<file path="src/rtl/modexp_ctrl.sv">
// modexp_ctrl: left-to-right square-and-multiply modular exponentiation sequencer
// driving one shared Montgomery multiplier (result = base^exponent mod modulus).
// Ports:
//   clk_i, rst_ni            clock (rising edge), asynchronous active-low reset
//   start_i                  request, accepted only while idle
//   base_i, exponent_i,
//   modulus_i, r2_mod_i, r_i operands, sampled once on accept
//   busy_o, done_o, result_o status, one-cycle done pulse, held result
//   mm_*_o / mm_*_i          multiplier reset/enable/operand/done/result handshake
module modexp_ctrl #(
    parameter int WORD_WIDTH = 32,
    parameter int EXP_WIDTH  = 32
) (
    input  logic                  clk_i,
    input  logic                  rst_ni,
    input  logic                  start_i,
    input  logic [WORD_WIDTH-1:0] base_i,
    input  logic [EXP_WIDTH-1:0]  exponent_i,
    input  logic [WORD_WIDTH-1:0] modulus_i,
    input  logic [WORD_WIDTH-1:0] r2_mod_i,
    input  logic [WORD_WIDTH:0]   r_i,
    output logic                  busy_o,
    output logic                  done_o,
    output logic [WORD_WIDTH-1:0] result_o,
    output logic                  mm_reset_o,
    output logic                  mm_enable_o,
    output logic [WORD_WIDTH-1:0] mm_m_o,
    output logic [WORD_WIDTH-1:0] mm_x_o,
    output logic [WORD_WIDTH-1:0] mm_y_o,
    output logic [WORD_WIDTH:0]   mm_r_o,
    input  logic                  mm_done_i,
    input  logic [WORD_WIDTH-1:0] mm_result_i
);
    localparam int BW = EXP_WIDTH > 1 ? $clog2(EXP_WIDTH) : 1;
    localparam logic [WORD_WIDTH-1:0] ONE = WORD_WIDTH'(1);
    typedef enum logic [2:0] {IDLE, MM_RST, MM_GO, MM_WAIT, NEXT, FIN} state_e;
    typedef enum logic [2:0] {OP_PRE_X, OP_PRE_A, OP_SQR, OP_MUL, OP_POST} op_e;
    state_e                state_q, state_d;
    op_e                   op_q, op_d;
    logic [BW-1:0]         bit_q, bit_d;
    logic [EXP_WIDTH-1:0]  exp_q, exp_d;
    logic [WORD_WIDTH-1:0] base_q, base_d, r2_q, r2_d, m_q, m_d;
    logic [WORD_WIDTH-1:0] acc_q, acc_d, xbar_q, xbar_d, result_q, result_d;
    logic [WORD_WIDTH-1:0] x_q, x_d, y_q, y_d;
    logic [WORD_WIDTH:0]   r_q, r_d;
    always_comb begin
        state_d  = state_q;
        op_d     = op_q;
        bit_d    = bit_q;
        exp_d    = exp_q;
        base_d   = base_q;
        r2_d     = r2_q;
        m_d      = m_q;
        r_d      = r_q;
        acc_d    = acc_q;
        xbar_d   = xbar_q;
        result_d = result_q;
        x_d      = x_q;
        y_d      = y_q;
        case (state_q)
            IDLE: if (start_i) begin
                state_d = MM_RST;
                op_d    = OP_PRE_X;
                base_d  = base_i;
                exp_d   = exponent_i;
                m_d     = modulus_i;
                r2_d    = r2_mod_i;
                r_d     = r_i;
            end
            MM_RST: state_d = MM_GO;
            MM_GO: state_d = MM_WAIT;
            MM_WAIT: if (mm_done_i) begin
                state_d  = NEXT;
                xbar_d   = op_q == OP_PRE_X ? mm_result_i : xbar_q;
                result_d = op_q == OP_POST ? mm_result_i : result_q;
                acc_d    = op_q inside {OP_PRE_A, OP_SQR, OP_MUL} ? mm_result_i : acc_q;
            end
            NEXT: begin
                state_d = MM_RST;
                case (op_q)
                    OP_PRE_X: op_d = OP_PRE_A;
                    OP_PRE_A: begin
                        op_d  = OP_SQR;
                        bit_d = BW'(EXP_WIDTH - 1);
                    end
                    OP_SQR, OP_MUL: begin
                        // A square on a set bit is followed by its multiply before moving on.
                        if (op_q == OP_SQR && exp_q[bit_q]) op_d = OP_MUL;
                        else if (bit_q == '0) op_d = OP_POST;
                        else begin
                            op_d  = OP_SQR;
                            bit_d = bit_q - 1'b1;
                        end
                    end
                    default: state_d = FIN;
                endcase
            end
            FIN: state_d = IDLE;
            default: state_d = IDLE;
        endcase
        // Operands are latched on entry to MM_RST so they stay stable through the capture.
        if (state_d == MM_RST) begin
            x_d = op_d == OP_PRE_X ? base_d : op_d == OP_PRE_A ? ONE : acc_d;
            y_d = op_d inside {OP_PRE_X, OP_PRE_A} ? r2_d :
                  op_d == OP_SQR ? acc_d : op_d == OP_MUL ? xbar_d : ONE;
        end
    end
    always_ff @(posedge clk_i or negedge rst_ni) begin
        if (!rst_ni) begin
            state_q  <= IDLE;
            op_q     <= OP_PRE_X;
            bit_q    <= '0;
            exp_q    <= '0;
            base_q   <= '0;
            r2_q     <= '0;
            m_q      <= '0;
            r_q      <= '0;
            acc_q    <= '0;
            xbar_q   <= '0;
            result_q <= '0;
            x_q      <= '0;
            y_q      <= '0;
        end else begin
            state_q  <= state_d;
            op_q     <= op_d;
            bit_q    <= bit_d;
            exp_q    <= exp_d;
            base_q   <= base_d;
            r2_q     <= r2_d;
            m_q      <= m_d;
            r_q      <= r_d;
            acc_q    <= acc_d;
            xbar_q   <= xbar_d;
            result_q <= result_d;
            x_q      <= x_d;
            y_q      <= y_d;
        end
    end
    assign busy_o      = state_q != IDLE && state_q != FIN;
    assign done_o      = state_q == FIN;
    assign mm_reset_o  = state_q == MM_RST;
    assign mm_enable_o = state_q == MM_GO;
    assign result_o    = result_q;
    assign mm_m_o      = m_q;
    assign mm_r_o      = r_q;
    assign mm_x_o      = x_q;
    assign mm_y_o      = y_q;
endmodule

</file>
<file path="config.mk">
export PLATFORM = sky130hd
export DESIGN_NAME = modexp_ctrl
export DESIGN_NICKNAME = d
export VERILOG_FILES = /design/src/rtl/modexp_ctrl.sv
export SDC_FILE = /design/constraint.sdc
export NUM_CORES = 1
export LEC_CHECK = 0
export BUFFER_PORTS_ARGS = -buffer_cell sky130_fd_sc_hd__buf_2
export CELL_PAD_IN_SITES_DETAIL_PLACEMENT = 1
export CELL_PAD_IN_SITES_GLOBAL_PLACEMENT = 2
export CORE_MARGIN = 4
export CORE_UTILIZATION = 25
export DETAILED_ROUTE_END_ITERATION = 8
export PLACE_DENSITY = 0.64
export SYNTH_ARGS = -nofsm -noshare
export SYNTH_HDL_FRONTEND = slang
export SYNTH_SLANG_ARGS = --single-unit
</file>
<file path="constraint.sdc">
create_clock -name clk_i -period 5 [get_ports clk_i]
set_clock_uncertainty 0.1 [all_clocks]
set_input_delay 0.75 -clock clk_i [delete_from_list [all_inputs] [get_ports clk_i]]
set_output_delay 0.75 -clock clk_i [all_outputs]
set_load 0.01 [all_outputs]
</file>
==> results.json <==
{
  "status": "finished, final reports clean",
  "critPathCaptureType": "flip-flop",
  "finalSetupViolations": 0,
  "yosysWarningCount": 0,
  "cts.sinks": 300,
  "placed_cell_area_um2": 15840,
  "max_slew_margin": 0.1230,
  "tightest_slew_ns": 1.308,
  "final_util": 0.3249,
  "grt_usage": 0.1634,
  "post_cts_resized": 0,
  "path_buf_inv": 1,
  "yosysMostFrequentCell": "nand2_1",
  "max-clock-path-buffers": 3,
  "hpwl_mm": 31.95,
  "cp_slowest_cell": "dfrtp_1",
  "tns_ns": 0,
  "grt_max_degree": 161,
  "holdBufCountCts": 0,
  "drive_gt1_frac": 0.2850,
  "core_area_um2": 52550,
  "syn-cell-area_um2": 13280,
  "synth_compound_area_frac": 0.1069,
  "area_growth_pct": 28.53,
  "ys_ff_latch": 300,
  "yosys.area_share.xor_xnor": 0.0006593,
  "post_synth.cell_area_avg_um2": 9.753,
  "synth_top_family_by_area": "simple AND/OR/NAND/NOR gates",
  "comb_power_share": 0.402,
  "clkSlewWorstSetupHoldPaths_ns": 0.05,
  "finish.instance_area_um2": 17070,
  "drt-pass1-iter-count": 4,
  "seqPwrFrac": 0.362,
  "synthCells": 1362,
  "crit_required_ns": 5.31,
  "rsz0062_at_grt": "false",
  "num_io_pins": 362,
  "synth-simple-area-share": 0.1893,
  "netlist.area_leader.share": 0.5651,
  "ir_drop_v": 0.0002230,
  "cp_max_fo": 38,
  "path_class": "reg -> reg",
  "synth_nets": 1561,
  "via_per_inst": 4.528,
  "yosysUniqueCellTypes": 58,
  "detail_route.iter0.violations": 434,
  "startpoint_type": "flip-flop",
  "wl_mm": 47.10,
  "synth_seq_area_share": 0.5651,
  "synth.mux.area_fraction": 0.08920,
  "slowest_delay_ns": 0.76,
  "ant_nets": 0,
  "place_ws_ns": 1.421,
  "yosys.area.top_type": "dfrtp_1",
  "crit_arrival_ns": 3.82,
  "die-area_um2": 56890,
  "crit_chain": "mux2_2, a222oi_1, and4bb_2, or3_2, buf_4, o2bb2ai_1, a21oi_1",
  "ys_async_sr_fraction": 1.000,
  "io_buffers": 361,
  "fin_nets": 1893,
  "cts_tree": "done",
  "fin_crit_ns": 3.505,
  "finalWeightedCongestion": 0.7554,
  "switchingPower_mw": 4.553,
  "h-tree-depth": 2,
  "antenna_found_initial": 9,
  "whs_ns": 0.1527,
  "cts-root-buf": "clkbuf_16",
  "fp.dieH_um": 238.5,
  "clkPwrFrac": 0.236,
  "synth_commonest_cells": "nand2_1 (459), dfrtp_1 (300), inv_1 (69), nor2_1 (69), mux2i_1 (64)",
  "cp-startpoint": "bit_q[0]",
  "fp-row-count": 84,
  "synth_adder_area_share": 0.001884,
  "grt_pass1_wl_mm": 72.56,
  "sw_frac_of_total": 0.3937,
  "insertion_delay_ns": 0.54,
  "period_share": 0.7010,
  "cts_setup_buffers": 0,
  "drc": 0,
  "slew_viol_final": 0,
  "hold_violations": 0,
  "hp-class": "in -> async",
  "start_util": 0.2528,
  "drv_cap": 0,
  "p_int_mw": 7.011,
  "netlist_top_cells_area": "dfrtp_1 (57%), nand2_1 (13%), mux2i_1 (4.8%)",
  "setup_slack_ns": 1.495,
  "numCtsBuffers": 39,
  "ys.flop_type": "dfrtp_1",
  "die_w_um": 238.5,
  "synth-edff-count": 0,
  "fmax_ghz": 0.2853,
  "wire_per_inst_um": 19.54,
  "grt_overflow_total": 0,
  "p_leak_nw": 8.832,
  "via_count": 10920,
  "crit_family": "simple AND/OR/NAND/NOR gates",
  "r2r-start": "bit_q[0]",
  "grt_pass1_vias": 11790,
  "p_per_area_nw_per_um2": 677.3
}
[metal layers]
layer,vias up,track usage,share of wire
met4,10,0.04573,0.021
met1,5369,0.2123,0.44
met5,-,0,0.0017
met3,66,0.04488,0.062
met2,236,0.2695,0.48
li1,5236,-,-
[placed cells by master (no fill, tap or decap), drive strengths merged, types with 31 or more instances in the layout]
cell type / instances
inv: 69
a22oi: 31
mux2: 40
clkbuf: 63
nand2: 459
o211ai: 32
mux2i: 64
dfrtp: 300
a21oi: 39
buf: 377
o2bb2ai: 32
o221ai: 31
nor2: 69
and2: 34
[power by group through the flow]
stage / registers, mW / logic [mW] / clock network [mW]
floorplan: 4.28 / 2.79 / 0
CTS: 4.21 / 4.78 / 2.84
finish: 4.19 / 4.65 / 2.73
detailed placement: 4.24 / 4.77 / 0
global route: 4.34 / 5.25 / 2.95
global placement: 4.20 / 4.66 / 0
[worst register-to-register path: cells and delay by family (launching register included)]
family / cells / cell delay, ns
AO/OA/AOI/OAI: 3 / 0.72
buffers and inverters: 1 / 0.47
flip-flops: 1 / 0.76
multiplexers: 1 / 0.42
AND/OR/NAND/NOR: 2 / 0.92
[worst paths after layout]
path / slack [ns] / end / depth (start not counted)
max: 1.49 / mm_y_o[17] / 7
min: 0.15 / result_o[17] / 1
max reg2reg: 1.49 / mm_y_o[17] / 7
min reg2reg: 0.36 / mm_m_o[2] / 2
max in group asynchronous: 3.51 / result_o[31] / 2
min in group clk_i: 0.29 / mm_r_o[19] / 3
[stage by stage]
| stage | power (mW) | instances |
|---|---|---|
| 2_1_floorplan | 7.070 | 1362 |
| 3_3_place_gp | 8.862 | 2341 |
| 3_5_place_dp | 9.001 | 2341 |
| 4_1_cts | 11.83 | 2407 |
| 5_1_grt | 12.54 | 2409 |
| 6_report | 11.56 | 2411 |
[state kept, by name, summed over array words and instances, names as in the netlist]
name	cells
mm_x_o	32
acc_q	32
bit_q	5
result_o	32
mm_y_o	32
exp_q	32
state_q	3
xbar_q	32
mm_m_o	32
op_q	3
mm_r_o	33
r2_q	32
[final cells by class]
| cell class | instances | area [µm²] |
|---|---|---|
| Fill cell | 6088 | 35480 |
| Sequential cell | 300 | 7507 |
| Multi-Input combinational cell | 907 | 5234 |
| Timing Repair Buffer | 377 | 1974 |
| Clock buffer | 63 | 1189 |
| Tap cell | 688 | 860.8 |
| Inverter | 69 | 259.0 |
| Clock inverter | 3 | 40.04 |
| Antenna cell | 4 | 10.01 |
[cells by family after synthesis]
logic type | Yosys count
DFF | 300
xor gates and xnor gates | 1
adders and majority gates | 2
and+or+nand+nor | 609
muxes | 108
buffers and inverters | 155
AOI/OAI and AO/OA | 187
Note: power is estimated with default switching activity, not from simulation.
